`config.mk`:
```
export PLATFORM = sky130hd
export DESIGN_NAME = hazard_stall_unit_flat
export DESIGN_NICKNAME = d
export VERILOG_FILES = /design/src/rtl/hazard_stall_unit_pkg.sv /design/src/rtl/hazard_stall_unit_if.sv /design/src/rtl/muldiv_busy_counter.sv /design/src/rtl/hazard_stall_unit.sv /design/src/flat_wrapper.sv
export SDC_FILE = /design/constraint.sdc
export NUM_CORES = 1
export LEC_CHECK = 0
export ABC_AREA = 1
export CAP_MARGIN = 25
export CORE_MARGIN = 2
export CORE_UTILIZATION = 35
export CTS_CLUSTER_SIZE = 30
export DETAILED_ROUTE_END_ITERATION = 8
export PLACE_DENSITY_LB_ADDON = 0.25
export SLEW_MARGIN = 40
export SYNTH_ARGS = -nofsm -noshare
export SYNTH_HDL_FRONTEND = slang
export SYNTH_SLANG_ARGS = --single-unit
```
`constraint.sdc`:
```
create_clock -name clk -period 3 [get_ports clk]
set_input_delay 0.9 -clock clk [delete_from_list [all_inputs] [get_ports clk]]
set_output_delay 0.9 -clock clk [all_outputs]
set_load 0.02 [all_outputs]
```
`src/rtl/hazard_stall_unit_pkg.sv`:
```
// hazard_stall_unit_pkg: shared types and constants for the pipeline hazard/stall unit.
package hazard_stall_unit_pkg;
  typedef enum logic [1:0] {NONE = 2'b00, LOAD_USE = 2'b01, BRANCH = 2'b10, MULDIV = 2'b11} stall_cause_t;
  typedef enum logic [1:0] {RUN, DATA, MDW} fsm_state_t;
  localparam logic [63:0] STALL_CNT_MAX = '1;
endpackage

```
`src/rtl/hazard_stall_unit_if.sv`:
```
// hazard_stall_unit_if: ID/EX/MEM hazard inputs and stall/flush controls of the hazard unit.
interface hazard_stall_unit_if #(parameter int LRA = 5, parameter int LSC = 32);
  logic [LRA-1:0] reg_1_id, reg_2_id, reg_3_ex, reg_3_m;
  logic uses_1_id, uses_2_id, branch_id, branch_taken_id, muldiv_id, hilo_read_id;
  logic reg_write_ex, mem_read_ex, muldiv_start_ex, mem_read_m, clear_stats;
  logic stall_pc, stall_if_id, bubble_ex, flush_if_id, muldiv_busy, muldiv_done;
  logic [1:0] stall_cause;
  logic [LSC-1:0] stall_cycles;
  modport master (
    output reg_1_id, reg_2_id, uses_1_id, uses_2_id, branch_id, branch_taken_id, muldiv_id,
           hilo_read_id, reg_3_ex, reg_write_ex, mem_read_ex, muldiv_start_ex, reg_3_m,
           mem_read_m, clear_stats,
    input  stall_pc, stall_if_id, bubble_ex, flush_if_id, muldiv_busy, muldiv_done,
           stall_cause, stall_cycles
  );
  modport slave (
    input  reg_1_id, reg_2_id, uses_1_id, uses_2_id, branch_id, branch_taken_id, muldiv_id,
           hilo_read_id, reg_3_ex, reg_write_ex, mem_read_ex, muldiv_start_ex, reg_3_m,
           mem_read_m, clear_stats,
    output stall_pc, stall_if_id, bubble_ex, flush_if_id, muldiv_busy, muldiv_done,
           stall_cause, stall_cycles
  );
endinterface

```
`src/rtl/muldiv_busy_counter.sv`:
```
// muldiv_busy_counter: tracks how many more EX cycles a mult/div keeps HI/LO busy.
module muldiv_busy_counter #(parameter int MULDIV_LATENCY = 4) (
  input  logic clk,
  input  logic reset_n,
  input  logic start,
  output logic busy,
  output logic done
);
  logic [3:0] cnt;
  // a start while busy cannot happen in a correct pipeline and is dropped
  always_ff @(posedge clk or negedge reset_n)
    if (!reset_n) cnt <= '0;
    else if (start && cnt == '0) cnt <= 4'(MULDIV_LATENCY - 1);
    else if (cnt != '0) cnt <= cnt - 4'd1;
  assign busy = cnt != '0;
  assign done = cnt == 4'd1;
endmodule

```
`src/rtl/hazard_stall_unit.sv`:
```
// hazard_stall_unit: detects load-use, branch-operand and mult/div hazards forwarding cannot cover,
// and drives PC/IF-ID hold, ID-EX bubble, IF-ID flush and a saturating stall-cycle counter.
module hazard_stall_unit
  import hazard_stall_unit_pkg::*;
#(
  parameter int LEN_REG_FILE_ADDR = 5,
  parameter int MULDIV_LATENCY    = 4,
  parameter int LEN_STALL_CNT     = 32
) (
  input logic clk,
  input logic reset_n,
  hazard_stall_unit_if.slave hz
);
  logic busy, done, load_use, br_ex, br_ld_m, md_haz, data_stall, stall;
  fsm_state_t state, state_nxt;
  stall_cause_t cause;
  logic [LEN_STALL_CNT-1:0] cnt;
  function automatic logic src_hit(input logic [LEN_REG_FILE_ADDR-1:0] r, a, b, input logic ua, ub);
    return r != '0 && ((r == a && ua) || (r == b && ub));
  endfunction
  muldiv_busy_counter #(.MULDIV_LATENCY(MULDIV_LATENCY)) u_md (
    .clk(clk), .reset_n(reset_n), .start(hz.muldiv_start_ex), .busy(busy), .done(done)
  );
  assign load_use   = hz.mem_read_ex && src_hit(hz.reg_3_ex, hz.reg_1_id, hz.reg_2_id, hz.uses_1_id, hz.uses_2_id);
  assign br_ex      = hz.branch_id && hz.reg_write_ex && src_hit(hz.reg_3_ex, hz.reg_1_id, hz.reg_2_id, hz.uses_1_id, hz.uses_2_id);
  assign br_ld_m    = hz.branch_id && hz.mem_read_m && src_hit(hz.reg_3_m, hz.reg_1_id, hz.reg_2_id, hz.uses_1_id, hz.uses_2_id);
  assign md_haz     = busy && (hz.hilo_read_id || hz.muldiv_id);
  assign data_stall = load_use || br_ex || br_ld_m;
  assign stall      = md_haz || data_stall;
  // a load feeding a branch is reported as a branch stall, so the two-cycle sequence reads 10, 10
  assign cause = md_haz ? MULDIV : (br_ex || br_ld_m) ? BRANCH : load_use ? LOAD_USE : NONE;
  assign hz.stall_pc     = reset_n && stall;
  assign hz.stall_if_id  = reset_n && stall;
  assign hz.bubble_ex    = reset_n && stall;
  assign hz.flush_if_id  = reset_n && hz.branch_taken_id && !stall;
  assign hz.muldiv_busy  = reset_n && busy;
  assign hz.muldiv_done  = reset_n && done;
  assign hz.stall_cause  = reset_n ? cause : NONE;
  assign hz.stall_cycles = cnt;
  always_ff @(posedge clk or negedge reset_n)
    if (!reset_n) state <= RUN;
    else state <= state_nxt;
  always_comb
    state_nxt = (state == MDW && done) ? RUN : md_haz ? MDW : data_stall ? DATA : RUN;
  always_ff @(posedge clk or negedge reset_n)
    if (!reset_n) cnt <= '0;
    else if (hz.clear_stats) cnt <= '0;
    else if (stall && cnt != STALL_CNT_MAX[LEN_STALL_CNT-1:0]) cnt <= cnt + 1'b1;
endmodule
```
`src/flat_wrapper.sv`:
```
// flat-port wrapper written by rule: the top's interface ports become plain ports
module hazard_stall_unit_flat import hazard_stall_unit_pkg::*;
#(
  parameter int LEN_REG_FILE_ADDR = 5,
  parameter int MULDIV_LATENCY    = 4,
  parameter int LEN_STALL_CNT     = 32
)
  (clk, reset_n, hz_reg_1_id, hz_reg_2_id, hz_uses_1_id, hz_uses_2_id, hz_branch_id, hz_branch_taken_id, hz_muldiv_id, hz_hilo_read_id, hz_reg_3_ex, hz_reg_write_ex, hz_mem_read_ex, hz_muldiv_start_ex, hz_reg_3_m, hz_mem_read_m, hz_clear_stats, hz_stall_pc, hz_stall_if_id, hz_bubble_ex, hz_flush_if_id, hz_muldiv_busy, hz_muldiv_done, hz_stall_cause, hz_stall_cycles);
  hazard_stall_unit_if hz_i ();
  input logic clk;
  input logic reset_n;
  input wire logic [$bits(hz_i.reg_1_id)-1:0] hz_reg_1_id;
  input wire logic [$bits(hz_i.reg_2_id)-1:0] hz_reg_2_id;
  input wire logic [$bits(hz_i.uses_1_id)-1:0] hz_uses_1_id;
  input wire logic [$bits(hz_i.uses_2_id)-1:0] hz_uses_2_id;
  input wire logic [$bits(hz_i.branch_id)-1:0] hz_branch_id;
  input wire logic [$bits(hz_i.branch_taken_id)-1:0] hz_branch_taken_id;
  input wire logic [$bits(hz_i.muldiv_id)-1:0] hz_muldiv_id;
  input wire logic [$bits(hz_i.hilo_read_id)-1:0] hz_hilo_read_id;
  input wire logic [$bits(hz_i.reg_3_ex)-1:0] hz_reg_3_ex;
  input wire logic [$bits(hz_i.reg_write_ex)-1:0] hz_reg_write_ex;
  input wire logic [$bits(hz_i.mem_read_ex)-1:0] hz_mem_read_ex;
  input wire logic [$bits(hz_i.muldiv_start_ex)-1:0] hz_muldiv_start_ex;
  input wire logic [$bits(hz_i.reg_3_m)-1:0] hz_reg_3_m;
  input wire logic [$bits(hz_i.mem_read_m)-1:0] hz_mem_read_m;
  input wire logic [$bits(hz_i.clear_stats)-1:0] hz_clear_stats;
  output wire logic [$bits(hz_i.stall_pc)-1:0] hz_stall_pc;
  output wire logic [$bits(hz_i.stall_if_id)-1:0] hz_stall_if_id;
  output wire logic [$bits(hz_i.bubble_ex)-1:0] hz_bubble_ex;
  output wire logic [$bits(hz_i.flush_if_id)-1:0] hz_flush_if_id;
  output wire logic [$bits(hz_i.muldiv_busy)-1:0] hz_muldiv_busy;
  output wire logic [$bits(hz_i.muldiv_done)-1:0] hz_muldiv_done;
  output wire logic [$bits(hz_i.stall_cause)-1:0] hz_stall_cause;
  output wire logic [$bits(hz_i.stall_cycles)-1:0] hz_stall_cycles;
  assign hz_i.reg_1_id = hz_reg_1_id;
  assign hz_i.reg_2_id = hz_reg_2_id;
  assign hz_i.uses_1_id = hz_uses_1_id;
  assign hz_i.uses_2_id = hz_uses_2_id;
  assign hz_i.branch_id = hz_branch_id;
  assign hz_i.branch_taken_id = hz_branch_taken_id;
  assign hz_i.muldiv_id = hz_muldiv_id;
  assign hz_i.hilo_read_id = hz_hilo_read_id;
  assign hz_i.reg_3_ex = hz_reg_3_ex;
  assign hz_i.reg_write_ex = hz_reg_write_ex;
  assign hz_i.mem_read_ex = hz_mem_read_ex;
  assign hz_i.muldiv_start_ex = hz_muldiv_start_ex;
  assign hz_i.reg_3_m = hz_reg_3_m;
  assign hz_i.mem_read_m = hz_mem_read_m;
  assign hz_i.clear_stats = hz_clear_stats;
  assign hz_stall_pc = hz_i.stall_pc;
  assign hz_stall_if_id = hz_i.stall_if_id;
  assign hz_bubble_ex = hz_i.bubble_ex;
  assign hz_flush_if_id = hz_i.flush_if_id;
  assign hz_muldiv_busy = hz_i.muldiv_busy;
  assign hz_muldiv_done = hz_i.muldiv_done;
  assign hz_stall_cause = hz_i.stall_cause;
  assign hz_stall_cycles = hz_i.stall_cycles;
  hazard_stall_unit #(.LEN_REG_FILE_ADDR(LEN_REG_FILE_ADDR), .MULDIV_LATENCY(MULDIV_LATENCY), .LEN_STALL_CNT(LEN_STALL_CNT)) u_core (.clk(clk), .reset_n(reset_n), .hz(hz_i));
endmodule
```
After elaboration in Yosys (flattened, before gate mapping) --
Cells that the tools add are included.
Storage, ports and cells: register bits after elaboration 36, input port bits 33, output and inout bits 40, word-level logic and storage cells 51
Operators by class: add/subtract/negate cells 2, equal/unequal tests 6, mux-type cells 8, reductions and logical operators 33
Operator list (count):
- $mux 32 | 2
- $add 32x1->32 const B | 1
- $ne 32x32->1 const B | 1
- $eq 5x5->1 | 4
- $logic_and 1x1->1 | 19
- $reduce_bool 5->1 | 2
- $mux 4 | 2
- $logic_or 1x1->1 | 7
- $mux 2 | 3
- $eq 4x1->1 const B | 1
- $logic_not 4->1 | 1
- $reduce_bool 2->1 | 2
- $reduce_bool 4->1 | 1
- $sub 4x1->4 const B | 1
- $logic_not 1->1 | 1
- $mux 1 | 1

Logic depth before layout (Yosys ltp) --
depth after elaboration 11, gate-level depth with buffers 12, gate-level depth less buffers 11

Hierarchy --
Synthesis repeated with hierarchy kept, for this count alone.
Second synthesis, totals: cells, all modules 481, area total of the unflattened synthesis 3042.9 um^2
By module, submodules not included:
- hazard_stall_unit | instances 1, cells an instance 448, area an instance 2782.7 um^2, seq. area each 800.8 um^2
- muldiv_busy_counter | instances 1, cells an instance 33, area an instance 260.2 um^2, seq. area each 100.1 um^2

Worst setup path before layout --
OpenSTA, ideal clock, no wires.
path type in2out, from input port hz_reg_3_ex[0], to output port hz_stall_if_id, data arrival time 2223 ps, setup slack -123 ps, stages on the path 12, path buffers 2, cell sequence inv_1 -> nand2_1 -> nand2_1 -> nor2_1 -> nand3_1 -> nand2_1 -> o211ai_1 -> nand3_1 -> buf_2 -> nand2_1 -> inv_1 -> buf_4
On the way: word-level cells in the longest chain between the ends 9, elaborated cells on any way between the ends 13, those cells by class eq/ne: 2; reduce/logical: 11
Ends and longest elaborated chain:
- from (decl) | line flat_wrapper.sv:20 | input wire logic [$bits(hz_i.reg_3_ex)-1:0] hz_reg_3_ex;
- $eq 5x5->1 | line hazard_stall_unit.sv:19 | return r != '0 && ((r == a && ua) || (r == b && ub));
- $logic_and 1x1->1 | line hazard_stall_unit.sv:19
- $logic_or 1x1->1 | line hazard_stall_unit.sv:19
- $logic_and 1x1->1 * | line hazard_stall_unit.sv:19
- $logic_and 1x1->1 (on tied branches) | line hazard_stall_unit.sv:24, hazard_stall_unit.sv:25
- $logic_or 1x1->1 * (2 in series) | line hazard_stall_unit.sv:28 | assign data_stall = load_use || br_ex || br_ld_m;
- $logic_or 1x1->1 * | line hazard_stall_unit.sv:29 | assign stall = md_haz || data_stall;
- $logic_and 1x1->1 *
- to (decl) | line flat_wrapper.sv:28 | output wire logic [$bits(hz_i.stall_if_id)-1:0] hz_stall_if_id;
Every way passes the cells marked *; elsewhere a longest branch is shown, timed or not.

Worst setup path in the final report --
from input port hz_muldiv_id, to output port hz_bubble_ex
On the way: word-level cells in the longest chain between the ends 4
Ends and longest elaborated chain:
- from (decl) | line flat_wrapper.sv:18 | input wire logic [$bits(hz_i.muldiv_id)-1:0] hz_muldiv_id;
- $logic_or 1x1->1 | line hazard_stall_unit.sv:27 | assign md_haz = busy && (hz.hilo_read_id || hz.muldiv_id);
- $logic_and 1x1->1 | line hazard_stall_unit.sv:27
- $logic_or 1x1->1 | line hazard_stall_unit.sv:29
- $logic_and 1x1->1 | line hazard_stall_unit.sv:34 | assign hz.bubble_ex = reset_n && stall;
- to (decl) | line flat_wrapper.sv:29 | output wire logic [$bits(hz_i.bubble_ex)-1:0] hz_bubble_ex;
No other way between the ends.

==> metrics.txt <==
initial drt markers=232; power share of the combinational group=35.5%; CTS clk-pin slew, worst paths=0.07 ns; Design Area, Final=3890 µm²; # fillers=853; area of the core=8180 µm²; CTS Buffer Depth=2; DRC violations left=0; worst vdd ir=281 µV; main combinational cell family by area after synthesis=simple AND/OR/NAND/NOR gates; Mapped Cells=452; PortBufs=72; delay of the slowest critical-path stage=0.39 ns; antenna-violating nets left=0; worst skew pair latency=0.30 ns; via count=3173; Worst path slowest cell=clkdlybuf4s50_1; cts hold-fix bufs=0; Layout area overhead=32.7%; initial cell density of the core=35.9%; multi-input logic area=1810 µm²; switching share of power=36.1%; Via density=5.01; Tcrit/Tclk final=97.8%; Synth Cell Area=2930 µm²; area share of xor/xnor cells in the synthesized design=8.66%; Seq. cell area=901 µm²; WP buf/inv=4; cell area power density=397 nW/µm²; overall die width=95.5 µm; Reg power frac=36.2%; Crit Path Class=in -> out; flop-to-flop setup slack=0.66 ns; clk_skew=0.00879 ns; Max Fclk=341 MHz; Die H=95.5 µm; I/O pin total=73; Hold Fails Final Rpt=0; Setup-failing EPs final=0; mux contribution to synthesized area=0%; sequential share of the synthesized area=30.7%; DRT Pass-1 Iters=4; total track usage=18.9%; number of synthesized register bits=36; run status=finished clean; first-pass GRT wire length=13.7 mm; final hold slack=0.471 ns; crit start category=input pin; worst setup margin=0.0645 ns; Critical Path Fanout Max=3; antenna violations before repair=0; Max Slew Vio Count=0; largest net degree at the start of global routing=56; adder-cell share of the synthesized area=1.28%; Placed Area=3790 µm²; clk sink count=36; post-synthesis area per instance=6.49 µm²; row cnt=33; final WL=8.45 mm; DP HPWL=6.36 mm; switching pwr=557 µW; setup TNS=0 ns; critical path's top delay family=buffers and inverters; nets@finish=563; compound-cell area share of the yosys netlist=3.33%; CP required=2.10 ns; ant diodes=0; Clock H-tree levels=2; area of the die=9130 µm²; kind of end point of the critical path=output port; Tightest Hold Check Type=in -> async; Synthesized Nets=488; Internal Power=986 µW; synth unique cells=30; WP data arrival=2.04 ns; Synth warnings=0; Slew HR=69.8%; CTS Root Cell=clkbuf_8; power share of the clock group=28.3%; max-cap viol count=0; post-synthesis simple-gate area fraction=45.9%; layout cells sized above 1=16.7%; critical path, cell by cell=clkdlybuf4s50_1 > o21ai_0 > buf_4 > nand3_4 > nand2_2 > inv_2 > buf_6; TritonCTS Buffers=5; Slew @ Worst Pin=0.452 ns; Avg WL per Cell=13.3 µm; Leak=1.99 nW; CTS tree=built; min Tclk post-route=2.94 ns; vias in the first global route=2940; GP Congestion=0.984; grt ovf=0; worst slack, placed=-0.873 ns
-- cells in the final DEF, fill, tap and decap left out, types with 2 or more instances in the layout --
cell	instances
dfrtp_1	36
xnor2_1	8
buf_4	19
clkdlybuf4s50_1	41
nand4_1	27
clkbuf_8	5
dlygate4sd2_1	3
buf_2	16
nand3_2	3
ha_1	3
nor3_2	2
inv_1	39
nand3_1	61
nand2_2	3
nor3_1	5
inv_2	11
o21ai_1	2
nor2_1	55
a21oi_1	4
xor2_1	20
o21ai_0	2
buf_6	5
o21a_1	3
nand2_1	127
o22ai_2	2
nor2_2	11
-- worst paths after layout --
path                                                        from                                     end  cells after the start
min                                                      reset_n  u_core.hz.stall_cycles[28]$_DFFE_PN0P_                      1
max reg2reg                u_core.hz.stall_cycles[0]$_DFFE_PN0P_  u_core.hz.stall_cycles[21]$_DFFE_PN0P_                     10
max                                                 hz_muldiv_id                            hz_bubble_ex                      7
min reg2reg                       u_core.u_md.cnt[3]$_DFFE_PN0P_          u_core.u_md.cnt[3]$_DFFE_PN0P_                      2
max in group asynchronous                                reset_n   u_core.hz.stall_cycles[3]$_DFFE_PN0P_                      2
min in group clk                  u_core.u_md.cnt[3]$_DFFE_PN0P_          u_core.u_md.cnt[3]$_DFFE_PN0P_                      2
-- Yosys cell counts --
cell,count,share of area [%]
o21ai_0,4,0.68
a22oi_1,1,0.26
nor3_1,7,1.2
o21a_1,3,0.77
nand4_4,1,0.73
ha_1,3,1.3
dfrtp_1,36,31
nand3_2,1,0.34
buf_6,3,1.2
clkbuf_1,3,0.38
nor2_2,4,0.85
buf_2,8,1.4
nand3_1,64,11
xnor2_1,8,2.4
buf_4,2,0.51
o22ai_1,2,0.43
nand4_2,1,0.43
inv_2,1,0.13
a21oi_1,4,0.68
or2_2,1,0.21
xor2_1,21,6.3
nand4_1,27,5.8
o211ai_1,1,0.26
nor3_4,1,0.55
inv_1,49,6.3
o21bai_1,1,0.26
nand2_1,130,17
buf_1,2,0.26
nand2_4,1,0.38
nor2_1,62,7.9
-- repair_timing --
item / 4_1_cts / 5_1_grt
resized for setup: 126 / 28
hold endpoints to repair: 0 / 0
setup buffers: 0 / 0
endpoints found under the setup margin: 6 / 6
pin swaps: 22 / 18
-- metal layers --
metal / up-vias / part of all wire [%] / GRT usage (%)
met5: - / 0 / 0
met4: 0 / 2.7 / 6.79
met3: 20 / 3.8 / 3.08
met2: 74 / 46 / 30.1
met1: 1479 / 48 / 25.8
li1: 1600 / - / -
-- state kept, by name (all words and copies together), names as in the netlist --
| signal | flops |
|---|---|
| u_core.u_md.cnt | 4 |
| u_core.hz.stall_cycles | 32 |
-- through the flow --
step                cells  util, %  total power [mW]
floorplan             452        -             0.902
detailed placement    625     46.4              1.11
global placement      625     46.4              1.10
CTS                   633     47.4              1.55
finish                633     47.6              1.54
global route          633     47.6              1.63
-- worst register-to-register path, cell delays in order, from the launching register on --
cell and delay (ns):
dfrtp_1 0.43, ha_1 0.22, nand3_2 0.15, nor2_2 0.18, nand4_2 0.18, nor3_4 0.25
nand4_4 0.31, nand2_4 0.18, buf_4 0.20, nand3_1 0.09, nand2_1 0.07
-- layout make-up --
class,count,share of cell area (%)
Multi-Input combinational cell,348,46.6
Sequential cell,36,23.2
Timing Repair Buffer,86,19.2
Inverter,50,4.82
Tap cell,105,3.38
Clock buffer,5,1.77
Clock inverter,3,1.09
-- kinds of logic (layout without fill, tap and decap cells) --
logic type	after synthesis	after routing
compound gates	16	16
xor+xnor	29	29
fa+ha+maj	3	3
buf+inv	68	144
flops	36	36
simple gates	300	300
-- power by group through the flow --
stage | clock network, mW | logic [mW] | registers (mW)
after floorplan | 0 | 0.328 | 0.574
after global placement | 0 | 0.533 | 0.567
after detailed placement | 0 | 0.542 | 0.568
after CTS | 0.446 | 0.542 | 0.559
after global routing | 0.460 | 0.608 | 0.565
final | 0.437 | 0.548 | 0.558
Power figures use the tool's default switching activity.
